[config.mk]
export PLATFORM = sky130hd
export DESIGN_NAME = fc_accumulate_flat
export DESIGN_NICKNAME = d
export VERILOG_FILES = /design/src/rtl/classifier_pkg.sv /design/src/rtl/fc_accumulate_if.sv /design/src/rtl/fc_scale_clamp.sv /design/src/rtl/fc_accumulate.sv /design/src/flat_wrapper.sv
export SDC_FILE = /design/constraint.sdc
export NUM_CORES = 2
export LEC_CHECK = 0
export ABC_AREA = 1
export ABC_CLOCK_PERIOD_IN_PS = 4940
export CAP_MARGIN = 20
export CORE_AREA = 2 2 357 359
export DETAILED_ROUTE_END_ITERATION = 6
export DIE_AREA = 0 0 359 361
export GPL_ROUTABILITY_DRIVEN = 1
export GPL_TIMING_DRIVEN = 0
export PLACE_DENSITY = 0.65
export SLEW_MARGIN = 20
export SYNTH_ARGS = -nofsm -noshare
export SYNTH_HDL_FRONTEND = slang
export SYNTH_SLANG_ARGS = --single-unit
export TNS_END_PERCENT = 20
[constraint.sdc]
create_clock -name clk -period 4.94 [get_ports clk]
set_input_delay 1.482 -clock clk [delete_from_list [all_inputs] [get_ports clk]]
set_output_delay 1.482 -clock clk [all_outputs]
set_load 0.005 [all_outputs]
[src/rtl/classifier_pkg.sv]
// rtl/classifier_pkg.sv - shared defaults, FSM states and channel-slice helper for the classifier FC stage
package classifier_pkg;

    localparam int DATA_WIDTH_DEF     = 8;
    localparam int OUTPUT_CHANNEL_DEF = 10;
    localparam int INPUT_LEN_DEF      = 784;
    localparam int ACC_WIDTH_DEF      = 32;
    localparam int SHIFT_DEF          = 7;

    typedef enum logic [1:0] {
        IDLE  = 2'd0,
        ACCUM = 2'd1,
        SCALE = 2'd2,
        HOLD  = 2'd3
    } fc_state_e;

    // Pull one channel out of a packed vector built with the default widths.
    function automatic logic [DATA_WIDTH_DEF-1:0] ch_slice(
        input logic [DATA_WIDTH_DEF*OUTPUT_CHANNEL_DEF-1:0] vec,
        input int unsigned                                   idx
    );
        return vec[idx*DATA_WIDTH_DEF +: DATA_WIDTH_DEF];
    endfunction

endpackage

[src/rtl/fc_accumulate_if.sv]
// rtl/fc_accumulate_if.sv - activation-in / score-out handshake bundle for fc_accumulate
interface fc_accumulate_if
    import classifier_pkg::*;
#(
    parameter int DATA_WIDTH     = DATA_WIDTH_DEF,
    parameter int OUTPUT_CHANNEL = OUTPUT_CHANNEL_DEF
);
    logic                                 in_valid;
    logic                                 in_ready;
    logic [DATA_WIDTH-1:0]                in_act;
    logic [DATA_WIDTH*OUTPUT_CHANNEL-1:0] in_weight;
    logic                                 in_last;
    logic                                 out_valid;
    logic                                 out_ready;
    logic [DATA_WIDTH*OUTPUT_CHANNEL-1:0] out_data;
    logic                                 frame_err;

    modport slave (
        input  in_valid, in_act, in_weight, in_last, out_ready,
        output in_ready, out_valid, out_data, frame_err
    );

    modport master (
        output in_valid, in_act, in_weight, in_last, out_ready,
        input  in_ready, out_valid, out_data, frame_err
    );
endinterface

[src/rtl/fc_scale_clamp.sv]
// rtl/fc_scale_clamp.sv - per-channel shift, optional round-half-up (FC_ROUND_EN), ReLU and saturate
module fc_scale_clamp #(
    parameter int DATA_WIDTH = 8,
    parameter int ACC_WIDTH  = 32,
    parameter int SHIFT      = 7
) (
    input  logic signed [ACC_WIDTH-1:0]  acc,
    output logic        [DATA_WIDTH-1:0] score
);
    // One extra bit so the rounding add can never wrap the sign.
    localparam logic signed [ACC_WIDTH:0] SAT_MAX = (ACC_WIDTH+1)'((64'd1 << DATA_WIDTH) - 64'd1);
`ifdef FC_ROUND_EN
    localparam int                        RND_SH  = (SHIFT >= 1) ? (SHIFT - 1) : 0;
    localparam logic signed [ACC_WIDTH:0] RND     = (SHIFT >= 1) ? (ACC_WIDTH+1)'(64'd1 << RND_SH) : '0;
`endif

    logic signed [ACC_WIDTH:0] ext;
    logic signed [ACC_WIDTH:0] shifted;

    // Widen, optionally bias by half an LSB, shift arithmetically, then clamp to [0, 2^DATA_WIDTH-1].
    always_comb begin
        ext = {acc[ACC_WIDTH-1], acc};
`ifdef FC_ROUND_EN
        ext = ext + RND;
`endif
        shifted = ext >>> SHIFT;
        if (shifted < 0) begin
            score = '0;
        end else if (shifted > SAT_MAX) begin
            score = '1;
        end else begin
            score = shifted[DATA_WIDTH-1:0];
        end
    end
endmodule

[src/rtl/fc_accumulate.sv]
// rtl/fc_accumulate.sv - FC output layer: per-beat MAC into signed accumulators, scaled score vector out (FC_ROUND_EN selects rounding)
module fc_accumulate
    import classifier_pkg::*;
#(
    parameter int DATA_WIDTH     = DATA_WIDTH_DEF,
    parameter int OUTPUT_CHANNEL = OUTPUT_CHANNEL_DEF,
    parameter int INPUT_LEN      = INPUT_LEN_DEF,
    parameter int ACC_WIDTH      = ACC_WIDTH_DEF,
    parameter int SHIFT          = SHIFT_DEF
) (
    input  logic            clk,
    input  logic            rst_n,
    fc_accumulate_if.slave  bus
);
    localparam int                CNT_W    = $clog2(INPUT_LEN + 1);
    localparam logic [CNT_W-1:0]  LAST_CNT = CNT_W'(INPUT_LEN - 1);
    localparam int                VEC_W    = DATA_WIDTH * OUTPUT_CHANNEL;

    fc_state_e                    state_q, state_d;
    logic [CNT_W-1:0]             cnt_q, cnt_d;
    logic signed [ACC_WIDTH-1:0]  acc_q [OUTPUT_CHANNEL];
    logic signed [ACC_WIDTH-1:0]  acc_d [OUTPUT_CHANNEL];
    logic signed [2*DATA_WIDTH:0] prod  [OUTPUT_CHANNEL];
    logic [VEC_W-1:0]             out_data_q, out_data_d;
    logic [VEC_W-1:0]             scaled;
    logic                         out_valid_q, out_valid_d;
    logic                         frame_err_q, frame_err_d;
    logic                         accept;
    logic                         last_beat;

    // Beats are taken only in IDLE/ACCUM; held low during reset so nothing is consumed.
    assign bus.in_ready  = ((state_q == IDLE) || (state_q == ACCUM)) && rst_n;
    assign accept        = bus.in_valid && bus.in_ready;
    assign last_beat     = (cnt_q == LAST_CNT);
    assign bus.out_valid = out_valid_q;
    assign bus.out_data  = out_data_q;
    assign bus.frame_err = frame_err_q;

    genvar g;
    generate
        for (g = 0; g < OUTPUT_CHANNEL; g++) begin : g_ch
            fc_scale_clamp #(
                .DATA_WIDTH (DATA_WIDTH),
                .ACC_WIDTH  (ACC_WIDTH),
                .SHIFT      (SHIFT)
            ) u_scale_clamp (
                .acc   (acc_q[g]),
                .score (scaled[g*DATA_WIDTH +: DATA_WIDTH])
            );
        end
    endgenerate

    // Next-state, MAC update, framing check and output-vector capture.
    always_comb begin
        state_d     = state_q;
        cnt_d       = cnt_q;
        out_data_d  = out_data_q;
        out_valid_d = out_valid_q;
        frame_err_d = frame_err_q;
        for (int i = 0; i < OUTPUT_CHANNEL; i++) begin
            acc_d[i] = acc_q[i];
            prod[i]  = $signed({1'b0, bus.in_act}) * $signed(bus.in_weight[i*DATA_WIDTH +: DATA_WIDTH]);
        end

        case (state_q)
            IDLE, ACCUM: begin
                if (accept) begin
                    for (int i = 0; i < OUTPUT_CHANNEL; i++) begin
                        acc_d[i] = acc_q[i] + ACC_WIDTH'(prod[i]);
                    end
                    cnt_d = cnt_q + 1'b1;
                    // in_last is advisory: the counter alone decides where the frame ends.
                    if (bus.in_last != last_beat) begin
                        frame_err_d = 1'b1;
                    end
                    state_d = last_beat ? SCALE : ACCUM;
                end
            end
            SCALE: begin
                out_data_d  = scaled;
                out_valid_d = 1'b1;
                state_d     = HOLD;
            end
            HOLD: begin
                if (bus.out_ready) begin
                    out_valid_d = 1'b0;
                    cnt_d       = '0;
                    for (int i = 0; i < OUTPUT_CHANNEL; i++) begin
                        acc_d[i] = '0;
                    end
                    state_d = IDLE;
                end
            end
            default: state_d = IDLE;
        endcase
    end

    // State and datapath registers; reset discards any partial frame.
    always_ff @(posedge clk or negedge rst_n) begin
        if (!rst_n) begin
            state_q     <= IDLE;
            cnt_q       <= '0;
            out_data_q  <= '0;
            out_valid_q <= 1'b0;
            frame_err_q <= 1'b0;
            for (int i = 0; i < OUTPUT_CHANNEL; i++) begin
                acc_q[i] <= '0;
            end
        end else begin
            state_q     <= state_d;
            cnt_q       <= cnt_d;
            out_data_q  <= out_data_d;
            out_valid_q <= out_valid_d;
            frame_err_q <= frame_err_d;
            for (int i = 0; i < OUTPUT_CHANNEL; i++) begin
                acc_q[i] <= acc_d[i];
            end
        end
    end
endmodule

[src/flat_wrapper.sv]
// flat-port wrapper written by rule: the top's interface ports become plain ports
module fc_accumulate_flat import classifier_pkg::*;
#(
    parameter int DATA_WIDTH     = DATA_WIDTH_DEF,
    parameter int OUTPUT_CHANNEL = OUTPUT_CHANNEL_DEF,
    parameter int INPUT_LEN      = INPUT_LEN_DEF,
    parameter int ACC_WIDTH      = ACC_WIDTH_DEF,
    parameter int SHIFT          = SHIFT_DEF
)
  (clk, rst_n, bus_in_valid, bus_in_act, bus_in_weight, bus_in_last, bus_out_ready, bus_in_ready, bus_out_valid, bus_out_data, bus_frame_err);
  fc_accumulate_if #(.DATA_WIDTH(DATA_WIDTH), .OUTPUT_CHANNEL(OUTPUT_CHANNEL)) bus_i ();
  input  logic clk;
  input  logic rst_n;
  input wire logic [$bits(bus_i.in_valid)-1:0] bus_in_valid;
  input wire logic [$bits(bus_i.in_act)-1:0] bus_in_act;
  input wire logic [$bits(bus_i.in_weight)-1:0] bus_in_weight;
  input wire logic [$bits(bus_i.in_last)-1:0] bus_in_last;
  input wire logic [$bits(bus_i.out_ready)-1:0] bus_out_ready;
  output wire logic [$bits(bus_i.in_ready)-1:0] bus_in_ready;
  output wire logic [$bits(bus_i.out_valid)-1:0] bus_out_valid;
  output wire logic [$bits(bus_i.out_data)-1:0] bus_out_data;
  output wire logic [$bits(bus_i.frame_err)-1:0] bus_frame_err;
  assign bus_i.in_valid = bus_in_valid;
  assign bus_i.in_act = bus_in_act;
  assign bus_i.in_weight = bus_in_weight;
  assign bus_i.in_last = bus_in_last;
  assign bus_i.out_ready = bus_out_ready;
  assign bus_in_ready = bus_i.in_ready;
  assign bus_out_valid = bus_i.out_valid;
  assign bus_out_data = bus_i.out_data;
  assign bus_frame_err = bus_i.frame_err;
  fc_accumulate #(.DATA_WIDTH(DATA_WIDTH), .OUTPUT_CHANNEL(OUTPUT_CHANNEL), .INPUT_LEN(INPUT_LEN), .ACC_WIDTH(ACC_WIDTH), .SHIFT(SHIFT)) u_core (.clk(clk), .rst_n(rst_n), .bus(bus_i));
endmodule
==> results.sh <==
export IMPL_status="complete, but fails checks"
export IMPL_violations="setup timing"
export IMPL_drt_iter0_drc=4239
export IMPL_ys_top_cells_by_count="nand2_1, inv_1, ha_1"
export IMPL_n_fill_cell=11640
export IMPL_cts_tree="built"
export IMPL_yosysMostFrequentCell="nand2_1"
export IMPL_path_class="input port to flop"
export IMPL_synth_ff_latch_count=414
export IMPL_gp_congestion=0.9569
export IMPL_rsz0062_at_grt="true"
export IMPL_wl_met2_um=92800
export IMPL_cp_cell_sequence="clkbuf_16 > clkbuf_16 > buf_6 > nand2_1 > fa_1 > inv_1 > fa_1 > fa_1 > fa_1 > ha_1 > ha_4 > nand2_1 > inv_1 > nand2_4 > nand2_2 > nand2_2 > nand3_4 > a21oi_2 > o21ai_1 > o21ai_1"
export IMPL_first_global_vias=57010
export IMPL_critPathCapture="u_core.acc_q[110]"
export IMPL_worst_path_max_delay_cell="fa_1"
export IMPL_layout_min_cycle_time_ps=5061
export IMPL_dieArea_um2=129600
export IMPL_met1_length_um=88190
export IMPL_fp_dieH_um=361
export IMPL_finalCritPeriodShare_pct=102.5
export IMPL_worstPathMaxFanout=7
export IMPL_via_count=57670
export IMPL_r2r_setup_slack_ps=680
export IMPL_ys_seq_area_share_pct=16.55
export IMPL_min_path_type="flop to flop"
export IMPL_top_layer_used="met5"
export IMPL_worstSkewPairLatency_ps=700
export IMPL_max_freq_ghz=0.1976
export IMPL_num_io_pins=176
export IMPL_start_util_pct=49.92
export IMPL_syn_num_nets=10700
export IMPL_final_setup_tns_ps=-4899
export IMPL_synth_cell_area_um2=62610
export IMPL_layout_drive_gt1_share_pct=13.81
export IMPL_cts_htree_levels=2
export IMPL_gr_total_overflow=0
export IMPL_hold_buffers=0
export IMPL_yosysTopAreaCellShare_pct=21.60
export IMPL_die_x_um=359
export IMPL_synth_edf_count=0
export IMPL_tightest_slew_ps=1146
export IMPL_netlist_instances=9015
export IMPL_r2r_start="u_core.acc_q[230]"
export IMPL_hpwl_um=155700
export IMPL_rr_endpoint="u_core.acc_q[232]"
export IMPL_path_clk_slew_ps=70
export IMPL_final_hold_violation_count=0
export IMPL_fin_util_pct=59.60
export IMPL_drv_cap=0
export IMPL_wl_per_cell_um=18.62
export IMPL_met3_length_um=14760
export IMPL_yosysWarningCount=0
export IMPL_synthFlopType="dfrtp_1"
export IMPL_clk_path_buf_depth=3
export IMPL_slew_headroom_pct=23.61
export IMPL_ys_types=39
export IMPL_route_detailed_drc=0
export IMPL_viasPerCell=5.228
export IMPL_totalWireLength_um=205400
export IMPL_synthArstFlopShare_pct=100.0
export IMPL_root_buffer="clkbuf_16"
export IMPL_drv_slew=0
export IMPL_synthTopCellsByArea="ha_1, nand2_1, dfrtp_1"
export IMPL_final_setup_viol_count=106
export IMPL_r2r_cells=16
export IMPL_synth_area_leader_cell="ha_1"
export IMPL_antenna_found_initial=26
export IMPL_arrival_ps=5610
export IMPL_grt_usage_pct=31.21
export IMPL_grt_pass1_wl_um=316600
export IMPL_whs_ps=466.4
export IMPL_io_buffers=97
export IMPL_setup_ws_ps=-121.2
export IMPL_avgSynthCellArea_um2=6.945
export IMPL_grt_max_degree=88
export IMPL_dr_pass1_iters=7
export IMPL_cp_start_kind="input port"
export IMPL_syn2layout_area_growth_pct=19.39
export IMPL_cts_made_buffers=59
export IMPL_nets=11000
export IMPL_clock_sinks=414
export IMPL_endpoint_kind="flop"
export IMPL_core_um2=125400
export IMPL_critPathMostFrequentCell="fa_1"
export IMPL_slowest_delay_ps=580
export IMPL_fp_row_count=130
export IMPL_fin_skew_ps=22.75
export IMPL_startpoint="bus_in_act[5]"
export IMPL_required_ps=5490
export IMPL_ant_nets=0
-- critical path, delay by kind of cell --
| kind | cells | cell delay, ps |
|---|---|---|
| and+or+nand+nor | 6 | 500 |
| AOI/OAI and AO/OA | 3 | 290 |
| buffers and inverters | 5 | 650 |
| adders and majority gates | 6 | 2630 |
-- registers in the layout, indices dropped and copies added (netlist names) --
signal,flops
u_core.acc_q,320
u_core.bus.out_data,80
u_core.cnt_q,10
u_core.state_q,2
u_core.bus.frame_err,1
u_core.bus.out_valid,1
-- cells by family after synthesis --
| logic type | after synthesis | synth area share, % |
|---|---|---|
| simple gates | 4255 | 26.97 |
| buf+inv | 2095 | 12.83 |
| fa+ha+maj | 1591 | 37.91 |
| compound gates | 621 | 5.194 |
| flops | 414 | 16.55 |
| xor+xnor | 39 | 0.5456 |
-- area by class of cell --
type,instances,area [um^2],area share (%)
plain buffers,220,1979,2.648
clock buffers,74,1645,2.201
repair inverters,1,16.27,0.02176
repair buffers,242,2699,3.611
well taps,1650,2064,2.762
diodes,13,32.53,0.04352
flip-flops and latches,414,10360,13.86
clock inverters,36,513.0,0.6863
multi-input cells,6506,48330,64.66
inverters,1875,7108,9.509
-- per-layer routing --
metal,track usage [%],vias to the layer above
li1,-,28190
met1,41.03,27430
met2,51.51,1628
met3,5.508,404
met4,11.30,28
met5,0,-
-- timing repair --
| action | in CTS | in global routing |
|---|---|---|
| pin swaps | 69 | 247 |
| cloned | 11 | 17 |
| setup endpoints to repair | 250 | 233 |
| gates resized for setup | 383 | 616 |
| setup buffers | 52 | 61 |
-- how the worst min path moves through the flow --
| stage | slack, ps | end | start | cells after the start |
|---|---|---|---|---|
| detailed placement | 460 | u_core.bus.frame_err | u_core.bus.frame_err | 2 |
| global placement | 450 | u_core.bus.frame_err | u_core.bus.frame_err | 2 |
| global route | 500 | u_core.bus.out_data[0] | u_core.bus.out_data[0] | 2 |
| CTS | 470 | u_core.bus.frame_err | u_core.bus.frame_err | 2 |
| finish | 470 | u_core.bus.frame_err | u_core.bus.frame_err | 2 |
| floorplan | 460 | u_core.bus.frame_err | u_core.bus.frame_err | 2 |
-- cell usage in the layout, fill, tap and decap left out, types with 67 or more instances in the layout --
master / instances
ha_4: 105
nand3_2: 114
nor2_1: 455
o21ai_1: 93
clkbuf_2: 75
nand2_4: 67
clkdlybuf4s50_1: 86
inv_1: 1809
fa_1: 454
nand3_1: 183
ha_1: 964
nand2_1: 2891
dfrtp_1: 414
o21ai_0: 270
nand2_2: 217
a21oi_1: 188
clkbuf_16: 104
buf_4: 108
-- through the flow --
step	instance area [um^2]	std cells	setup slack, ps
after floorplan	64120	9015	-478.8
after global placement	67160	10760	-18450
after detailed placement	67360	10770	-2300
after CTS	71530	10940	-53.90
after global routing	74730	11020	-269.8
final	74750	11030	-121.2
Power is left out: the tool's default activity adds up to more than one toggle a clock period on the data nets, which glitch-free logic cannot reach.
